==> src/rtl/gcd_pkg.sv <==
// ----------------------------------------------------------------------------
// gcd_pkg
// Shared types for the GCD operand feeder and its FIFO.
//   GCD_DATA_W     : default operand width
//   feeder_state_e : feeder FSM states
//   gcd_pair_t     : one {a, b} operand pair at the default width
//   sat_inc16      : 16-bit saturating increment, used by the statistics counters
// ----------------------------------------------------------------------------
package gcd_pkg;

    localparam int GCD_DATA_W = 32;

    typedef enum logic [1:0] {
        FS_IDLE,
        FS_ISSUE,
        FS_WAIT,
        FS_BYP
    } feeder_state_e;

    typedef struct packed {
        logic [GCD_DATA_W-1:0] a;
        logic [GCD_DATA_W-1:0] b;
    } gcd_pair_t;

    function automatic logic [15:0] sat_inc16(input logic [15:0] value);
        return (value == 16'hFFFF) ? value : value + 16'd1;
    endfunction

endpackage

==> src/rtl/gcd_pair_fifo.sv <==
// ----------------------------------------------------------------------------
// gcd_pair_fifo
// Synchronous show-ahead FIFO of operand pairs. The head entry is visible on
// pop_data whenever empty=0; pop consumes it on the rising edge.
// Ports:
//   clk, rst_n        : clock, asynchronous active-low reset
//   push, push_data   : write an entry (ignored while full)
//   pop, pop_data     : consume the head entry (ignored while empty)
//   full, empty       : occupancy flags
//   count             : number of stored entries (clog2(DEPTH)+1 bits)
// DEPTH must be a power of two and at least 2 so the pointers wrap naturally.
// ----------------------------------------------------------------------------
module gcd_pair_fifo
    import gcd_pkg::*;
#(
    parameter int  DEPTH  = 4,
    parameter type pair_t = gcd_pair_t,
    localparam int PTR_W  = $clog2(DEPTH),
    localparam int CNT_W  = $clog2(DEPTH) + 1
) (
    input  logic             clk,
    input  logic             rst_n,
    input  logic             push,
    input  pair_t            push_data,
    input  logic             pop,
    output pair_t            pop_data,
    output logic             full,
    output logic             empty,
    output logic [CNT_W-1:0] count
);

    pair_t            mem [DEPTH];
    logic [PTR_W-1:0] wr_ptr_reg;
    logic [PTR_W-1:0] rd_ptr_reg;
    logic [CNT_W-1:0] count_reg;
    logic             push_ok;
    logic             pop_ok;

    assign full    = (count_reg == CNT_W'(DEPTH));
    assign empty   = (count_reg == '0);
    assign count   = count_reg;
    assign push_ok = push && !full;
    assign pop_ok  = pop && !empty;

    assign pop_data = mem[rd_ptr_reg];

    // Storage carries no reset; only the pointers define what is valid.
    always_ff @(posedge clk) begin
        if (push_ok) begin
            mem[wr_ptr_reg] <= push_data;
        end
    end

    always_ff @(posedge clk or negedge rst_n) begin
        if (!rst_n) begin
            wr_ptr_reg <= '0;
            rd_ptr_reg <= '0;
            count_reg  <= '0;
        end else begin
            if (push_ok) begin
                wr_ptr_reg <= wr_ptr_reg + PTR_W'(1);
            end
            if (pop_ok) begin
                rd_ptr_reg <= rd_ptr_reg + PTR_W'(1);
            end
            case ({push_ok, pop_ok})
                2'b10:   count_reg <= count_reg + CNT_W'(1);
                2'b01:   count_reg <= count_reg - CNT_W'(1);
                default: count_reg <= count_reg;
            endcase
        end
    end

endmodule

==> src/rtl/gcd_operand_feeder.sv <==
// ----------------------------------------------------------------------------
// gcd_operand_feeder
// Upstream stage of the subtractive GCD core. Buffers operand pairs in a FIFO,
// issues them one at a time to the core and waits for core_done. Pairs with a
// zero operand are resolved here (the core would never terminate on them) and
// reported on the bypass port, in input order with the core results.
// Ports:
//   clk, rst_n             : clock, asynchronous active-low reset
//   in_valid/in_ready      : input handshake, in_a/in_b operands
//   core_start             : one-cycle pulse, core samples core_a/core_b
//   core_a, core_b         : registered operands, stable until core_done
//   core_done              : core finished the current pair
//   byp_valid, byp_gcd     : one-cycle pulse with a locally resolved GCD
//   busy                   : FIFO non-empty or FSM not idle
//   issue_cnt, byp_cnt     : saturating event counters, only present when
//                            GCD_FEEDER_STATS_EN is defined
// ----------------------------------------------------------------------------
module gcd_operand_feeder
    import gcd_pkg::*;
#(
    parameter int DATA_W = GCD_DATA_W,
    parameter int DEPTH  = 4
) (
    input  logic              clk,
    input  logic              rst_n,
    input  logic              in_valid,
    output logic              in_ready,
    input  logic [DATA_W-1:0] in_a,
    input  logic [DATA_W-1:0] in_b,
    output logic              core_start,
    output logic [DATA_W-1:0] core_a,
    output logic [DATA_W-1:0] core_b,
    input  logic              core_done,
    output logic              byp_valid,
    output logic [DATA_W-1:0] byp_gcd,
    output logic              busy
`ifdef GCD_FEEDER_STATS_EN
    ,
    output logic [15:0]       issue_cnt,
    output logic [15:0]       byp_cnt
`endif
);

    localparam int CNT_W = $clog2(DEPTH) + 1;

    // Same layout as gcd_pair_t, but following the DATA_W parameter.
    typedef struct packed {
        logic [DATA_W-1:0] a;
        logic [DATA_W-1:0] b;
    } pair_t;

    feeder_state_e     state_reg;
    feeder_state_e     state_next;
    logic [DATA_W-1:0] hold_a_reg;
    logic [DATA_W-1:0] hold_b_reg;

    pair_t             push_pair;
    pair_t             head_pair;
    logic              fifo_push;
    logic              fifo_pop;
    logic              fifo_full;
    logic              fifo_empty;
    logic [CNT_W-1:0]  fifo_count;
    logic              head_has_zero;

    assign push_pair.a = in_a;
    assign push_pair.b = in_b;
    // in_ready depends on full only, so a same-cycle pop never opens a full FIFO.
    assign in_ready    = !fifo_full;
    assign fifo_push   = in_valid && in_ready;

    gcd_pair_fifo #(
        .DEPTH  (DEPTH),
        .pair_t (pair_t)
    ) u_fifo (
        .clk       (clk),
        .rst_n     (rst_n),
        .push      (fifo_push),
        .push_data (push_pair),
        .pop       (fifo_pop),
        .pop_data  (head_pair),
        .full      (fifo_full),
        .empty     (fifo_empty),
        .count     (fifo_count)
    );

    assign head_has_zero = (head_pair.a == '0) || (head_pair.b == '0);

    always_comb begin
        state_next = state_reg;
        fifo_pop   = 1'b0;
        case (state_reg)
            FS_IDLE: begin
                if (!fifo_empty) begin
                    fifo_pop   = 1'b1;
                    state_next = head_has_zero ? FS_BYP : FS_ISSUE;
                end
            end
            FS_ISSUE: state_next = FS_WAIT;
            FS_WAIT: begin
                // core_done only matters here; elsewhere it is ignored.
                if (core_done) begin
                    state_next = FS_IDLE;
                end
            end
            FS_BYP:   state_next = FS_IDLE;
            default:  state_next = FS_IDLE;
        endcase
    end

    always_ff @(posedge clk or negedge rst_n) begin
        if (!rst_n) begin
            state_reg  <= FS_IDLE;
            hold_a_reg <= '0;
            hold_b_reg <= '0;
        end else begin
            state_reg <= state_next;
            // Hold registers only change on a pop, so they stay stable through
            // ISSUE/WAIT and keep the last pair while idle.
            if (fifo_pop) begin
                hold_a_reg <= head_pair.a;
                hold_b_reg <= head_pair.b;
            end
        end
    end

    assign core_start = (state_reg == FS_ISSUE);
    assign core_a     = hold_a_reg;
    assign core_b     = hold_b_reg;
    assign byp_valid  = (state_reg == FS_BYP);
    // At least one operand is zero in BYP, so the OR is the other operand
    // (gcd(x,0)=x, gcd(0,0)=0).
    assign byp_gcd    = byp_valid ? (hold_a_reg | hold_b_reg) : '0;
    assign busy       = (fifo_count != '0) || (state_reg != FS_IDLE);

`ifdef GCD_FEEDER_STATS_EN
    always_ff @(posedge clk or negedge rst_n) begin
        if (!rst_n) begin
            issue_cnt <= '0;
            byp_cnt   <= '0;
        end else begin
            if (core_start) begin
                issue_cnt <= sat_inc16(issue_cnt);
            end
            if (byp_valid) begin
                byp_cnt <= sat_inc16(byp_cnt);
            end
        end
    end
`endif

endmodule

==> config.mk <==
export PLATFORM = sky130hd
export DESIGN_NAME = gcd_operand_feeder
export DESIGN_NICKNAME = d
export VERILOG_FILES = /design/src/rtl/gcd_pkg.sv /design/src/rtl/gcd_pair_fifo.sv /design/src/rtl/gcd_operand_feeder.sv
export SDC_FILE = /design/constraint.sdc
export NUM_CORES = 1
export LEC_CHECK = 0
export CAP_MARGIN = 15
export CORE_AREA = 5 5 219 115
export CTS_CLUSTER_SIZE = 40
export DETAILED_ROUTE_END_ITERATION = 10
export DIE_AREA = 0 0 224 120
export GPL_TIMING_DRIVEN = 1
export PLACE_DENSITY = 0.79
export SYNTH_ARGS = -nofsm -noshare
export SYNTH_HDL_FRONTEND = slang
export SYNTH_SLANG_ARGS = --single-unit
==> constraint.sdc <==
create_clock -name clk -period 3.5 [get_ports clk]
set_clock_uncertainty 0.2 [all_clocks]
set_input_delay 0.525 -clock clk [delete_from_list [all_inputs] [get_ports clk]]
set_output_delay 0.525 -clock clk [all_outputs]
set_load 0.02 [all_outputs]
# After elaboration in Yosys (flattened, before gate mapping)
# Memories as Yosys holds them, arrays and structs flattened.
# Index checks and enable logic that the tools add are counted.
classes:
  n_reduce_logical: 15
  n_bitwise: 1
  mux: 10
  addsub: 4
  n_eq_ne: 8
op_table:
  columns: ["operator", "count"]
  rows:
  - ["$logic_not A32 Y1", 2]
  - ["$mux W32", 1]
  - ["$or A32 B32 Y32", 1]
  - ["$pmux W2 S4", 1]
  - ["$eq A2 B2 Y1 const B", 3]
  - ["$mux W2", 3]
  - ["$pmux W3 S2", 1]
  - ["$add A2 B1 Y2 const B", 2]
  - ["$eq A2 B1 Y1 const B", 2]
  - ["$mux W1", 4]
  - ["$ne A2 B2 Y1 const B", 2]
  - ["$reduce_bool A2 Y1", 2]
  - ["$add A3 B1 Y3 const B", 1]
  - ["$eq A3 B3 Y1 const B", 1]
  - ["$logic_and A1 B1 Y1", 3]
  - ["$logic_not A3 Y1", 1]
  - ["$reduce_bool A3 Y1", 1]
  - ["$sub A3 B1 Y3 const B", 1]
  - ["$logic_not A1 Y1", 2]
  - ["$logic_not A2 Y1", 1]
  - ["$logic_or A1 B1 Y1", 2]
  - ["$reduce_and A2 Y1", 1]
totals:
  inputBits: 68
  memories: 1
  ram_bits: 256
  ff_bits: 73
  out_inout_bits: 100
  elab_cells: 45
memory_table:
  columns: ["name", "depth", "word_bits", "rd", "rd_clocked_by_memory_dff", "write_ports", "line_no", "rtl"]
  rows:
  - ["u_fifo.mem", 4, 64, 1, 0, 1, "gcd_pair_fifo.sv:32", "pair_t mem [DEPTH];"]

# Depth between registers and ports, before layout
# Gate-level depths: netlist of run 1.
logic_depth:
  depth_word: 6
  depth_mapped: 10

# Modules after synthesis
# Synthesis of run 1 repeated with hierarchy kept, for this count alone.
unflattened:
  hier_cells: 610
  area_unflattened_um2: 12552.0
modules_own_cells:
  columns: ["mod", "area_per_inst_um2", "seq_area_each_um2", "cells_each", "n_inst"]
  rows:
  - ["gcd_pair_fifo", 9655.5, 7862.5, 371, 1]
  - ["gcd_operand_feeder", 2896.5, 1651.6, 239, 1]

# Least setup slack after synthesis of run 1
# Ideal clock, no wire load.
synth_path:
  path_kind: "reg-to-reg"
  startpoint: "register u_fifo.count_reg[0], in the netlist u_fifo.count[0]"
  endpoint: "memory u_fifo.mem[0][0] (netlist bit) (enable)"
  t_arrival_ns: 2.302
  slack_ns: 0.568
  setup_time_ns: 0.429
  stages_incl_launch_ff: 4
  synth_period_minus_slack_ns: 2.932
  required_time_ns: 2.871
  n_path_buf: 0
  path_cell_list: "dfrtp_1 > inv_1 > nand3_1 > and3_1"
synth_via:
  elab_chain_cells: 6
synth_rtl:
  columns: ["element", "line_no", "rtl"]
  rows:
  - ["start: declaration", "gcd_pair_fifo.sv:35", "logic [CNT_W-1:0] count_reg;"]
  - ["start signal: assignment", "gcd_pair_fifo.sv:67", "2'b10: count_reg <= count_reg + CNT_W'(1);"]
  - ["start signal: assignment", "gcd_pair_fifo.sv:68", "2'b01: count_reg <= count_reg - CNT_W'(1);"]
  - ["start signal: assignment", "gcd_pair_fifo.sv:69", "default: count_reg <= count_reg;"]
  - ["$eq A3 B3 Y1 (*)", "gcd_pair_fifo.sv:39", "assign full = (count_reg == CNT_W'(DEPTH));"]
  - ["$logic_not A1 Y1 (*)", "gcd_operand_feeder.sv:69", "assign in_ready = !fifo_full;"]
  - ["named net in_ready", "gcd_operand_feeder.sv:27", "output logic in_ready,"]
  - ["$logic_and A1 B1 Y1", "gcd_operand_feeder.sv:70", "assign fifo_push = in_valid && in_ready;"]
  - ["$logic_and A1 B1 Y1 (*)", "gcd_pair_fifo.sv:42", "assign push_ok = push && !full;"]
  - ["$mux W1 (*)", "gcd_pair_fifo.sv:49", "if (push_ok) begin"]
  - ["$mux W1 (implied by the code) (*)", "gcd_pair_fifo.sv:50", "mem[wr_ptr_reg] <= push_data;"]
  - ["end: declaration", "gcd_pair_fifo.sv:32", null]
# Mark *: on every way through the listed nets, which the timed path passes. The rest lies on a longest branch.

# Worst setup path in the final report of run 1
layout_path:
  startpoint: "register u_fifo.rd_ptr_reg[0]"
  endpoint: "register state_reg[1]"
layout_via:
  elab_chain_cells: 6
layout_rtl:
  columns: ["element", "line_no", "rtl"]
  rows:
  - ["start: declaration", "gcd_pair_fifo.sv:34", "logic [PTR_W-1:0] rd_ptr_reg;"]
  - ["start signal: assignment", "gcd_pair_fifo.sv:64", "rd_ptr_reg <= rd_ptr_reg + PTR_W'(1);"]
  - ["$mem_v2 Z4 W64 (*)", null, null]
  - ["$logic_not A32 Y1", "gcd_operand_feeder.sv:87", "assign head_has_zero = (head_pair.a == '0) || (head_pair.b == '0);"]
  - ["$logic_or A1 B1 Y1 (*)", "gcd_operand_feeder.sv:87", null]
  - ["$mux W2 (*)", "gcd_operand_feeder.sv:96", "state_next = head_has_zero ? FS_BYP : FS_ISSUE;"]
  - ["$mux W2 (*)", "gcd_operand_feeder.sv:94", "if (!fifo_empty) begin"]
  - ["$pmux W2 S4 (*)", "gcd_operand_feeder.sv:92", "case (state_reg)"]
  - ["end signal: assignment", "gcd_operand_feeder.sv:117", "state_reg <= state_next;"]
  - ["end: declaration", "gcd_operand_feeder.sv:52", "feeder_state_e state_reg;"]
# Every way passes the cells marked *; elsewhere a longest branch is shown, timed or not. The select of a mux whose other input is x is not followed.
# A chain may end at the register's enable or synchronous reset.

==> impl_metrics.json, run 1 <==
{
  "clock_tree.buffer_depth": 3,
  "ys_types": 27,
  "ys_warn_count": 0,
  "rows": 40,
  "cts_sinks": 329,
  "finalInstanceArea_um2": 15500,
  "regMostFlops": "u_fifo.mem",
  "route.detailed.drc": 0,
  "grt_pass1_wl_um": 45100,
  "rrSetupSlack_ns": 0.37,
  "start_util_pct": 53.5,
  "top_level_ports": 168,
  "gp_routability_congestion": 0.839,
  "p_per_area_nw_per_um2": 945,
  "synth_area_per_cell_um2": 20.5,
  "synth_area_um2": 12500,
  "cts_max_level": 1,
  "clkSlewWorstSetupHoldPaths_ns": 0.07,
  "irDropWorstVdd_uv": 704,
  "crit_path_end_kind": "flip-flop",
  "clk_latency_ns": 0.54,
  "routed_wl_um": 30600,
  "path_max_fanout": 23,
  "worst_slew_pin_slew_ns": 1.03,
  "finish.utilization_pct": 66.7,
  "via_per_inst": 5.98,
  "tritoncts": "built",
  "drtIter0Drc": 805,
  "cts_resized": 0,
  "finalSetupTns_ns": 0,
  "clock.fmax_mhz": 319,
  "die_h_um": 120,
  "rsz0062_at_grt": "false",
  "place.port_buffers": 167,
  "finalCritPeriodShare_pct": 89.5,
  "worst_ep_arrival_time_ns": 3.40,
  "root_buffer": "clkbuf_16",
  "path_cells": "mux4_1, nor4_1, nand4_1, nor2_1, o211a_1",
  "slowest_stage": "dfrtp_4",
  "gr-total-overflow": 0,
  "seq_area_frac_synth_pct": 76.4,
  "antenna_found_initial": 4,
  "synth_cells": 607,
  "seq_area_um2": 9520,
  "antennaDiodeCount": 0,
  "startpoint_type": "flip-flop",
  "cts_setup_buffers": 0,
  "layout-drive-gt1-share_pct": 23.1,
  "coreArea_um2": 23300,
  "n_fill_cell": 1475,
  "worstPathRequired_ns": 3.77,
  "hold_violations": 0,
  "critPathMaxStageDelay_ns": 0.76,
  "slew_headroom_pct": 31.3,
  "cts_buffers": 28,
  "wl_per_cell_um": 27.0,
  "dp_hpwl_um": 20300,
  "dieArea_um2": 26900,
  "slew_violations": 0,
  "area_growth_pct": 24.7,
  "fin_crit_ns": 3.13,
  "ant_nets": 0,
  "setup_slack_ns": 0.367,
  "max-cap-violations": 0,
  "finalSetupViolations": 0,
  "synthesis.nets": 681,
  "grt_use_total_pct": 22.6,
  "drt_pass1_iterations": 6,
  "hold_path_class": "reg2reg",
  "grt_pass1_vias": 6918,
  "status": "finished clean",
  "pre_cts_ws_ns": 0.471,
  "multiInputGateArea_um2": 2790,
  "ys_ff_latch": 329,
  "vias": 6779,
  "nets": 871,
  "leakage_nw": 5.34,
  "die_w_um": 224,
  "worstSetupPathType": "reg2reg",
  "largest_reg_flops": 256,
  "grt_max_degree": 74,
  "placedInstanceArea_um2": 14600
}
-- layout make-up --
type / count / share of cell area, %
sequential: 329 / 61.3
multi-input combinational: 247 / 18.0
timing repair buffer: 184 / 12.3
clock buffer: 45 / 5.32
tap: 315 / 2.54
clock inverter: 7 / 0.371
inverter: 7 / 0.169
-- cells by family after synthesis --
group / count (synthesis) / share of synthesized area, %
xor gates and xnor gates: 6 / 0.422
adders and majority gates: 6 / 0.663
AOI/OAI and AO/OA: 5 / 0.241
muxes: 128 / 17.4
and+or+nand+nor: 102 / 3.64
DFF: 329 / 76.4
buffers and inverters: 31 / 1.28
-- where the power goes --
group          internal, W  switching, W  leakage [nW]
Combinational      0.00273       0.00286          1.70
Sequential         0.00534      0.000753          3.20
Clock              0.00168       0.00131         0.433
Total              0.00975       0.00492          5.34
-- synth_stat cells, drive strengths merged --
cell type	count	share of area [%]
inv	7	0.21
mux2	64	5.8
nor2b	1	0.050
fa	1	0.16
nand4	4	0.20
nand3	1	0.040
dfrtp	73	15
clkbuf	11	0.33
o211a	1	0.080
and2	1	0.050
o21ai	4	0.16
xnor2	3	0.21
nand2	5	0.15
ha	5	0.50
mux4	64	12
xor2	3	0.21
nor3	3	0.12
edfxtp	256	62
nor2	67	2.0
and3	4	0.20
nor4	16	0.80
buf	13	0.73
-- stage by stage --
| step | cells | hold slack, ns | power, W |
|---|---|---|---|
| final | 1134 | 0.306 | 0.0147 |
| after global placement | 1081 | 0.282 | 0.0115 |
| after floorplan | 607 | 0.0294 | 0.00926 |
| after CTS | 1134 | 0.311 | 0.0148 |
| after global routing | 1134 | 0.336 | 0.0153 |
| after detailed placement | 1081 | 0.297 | 0.0117 |
-- per-layer routing --
metal / wire [um] / vias to the layer above / share of wire [%] / GRT usage [%]
met1: 13300 / 3570 / 44 / 34.9
met2: 14100 / 349 / 46 / 33.9
li1: - / 2795 / - / -
met4: 739 / 6 / 2.4 / 5.16
met5: 29 / - / 0.095 / 0
met3: 2380 / 59 / 7.8 / 4.57
-- final timing paths --
kind / startpoint / to / depth (start not counted)
max: u_fifo.rd_ptr_reg[0] / state_reg[1] / 5
min: u_fifo.count[1] / u_fifo.count[1] / 2
max reg2reg: u_fifo.rd_ptr_reg[0] / state_reg[1] / 5
min reg2reg: u_fifo.count[1] / u_fifo.count[1] / 2
max in group asynchronous: rst_n / u_fifo.rd_ptr_reg[0] / 2
min in group asynchronous: rst_n / u_fifo.wr_ptr_reg[0] / 2
-- critical path: cells and delay by family (launching register included) --
family / cells / cell delay (ns)
mux: 1 / 0.69
compound gates: 1 / 0.19
simple gates: 3 / 1.23
flops: 1 / 0.76
-- cell usage in the layout (no fill, tap or decap), drive strengths merged, types with 4 or more instances in the layout --
cell	n
and3	4
clkdlybuf4s50	166
inv	7
mux2	64
ha	5
dfrtp	73
nand2	5
nand4	4
nor2	67
o21ai	4
mux4	64
clkinv	6
edfxtp	256
nor4	16
buf	17
clkbuf	45
-- what timing repair did --
action,CTS,global route
hold buffers,1,0
hold endpoints to repair,29,0
endpoints found under the setup margin,0,0
(Power assumes the default switching activity.)
==> inputs of run 2 (changes only) <==
Settings changed: ABC_CLOCK_PERIOD_IN_PS set to 3500.
==> results of run 2 <==
Final layout, timing and power as in run 1 (identical DEF).
==> inputs of run 3 (changes only) <==
Settings changed: ABC_CLOCK_PERIOD_IN_PS 3500 to unset.
==> results of run 3 <==
Final layout, timing and power as in run 1 (identical DEF).
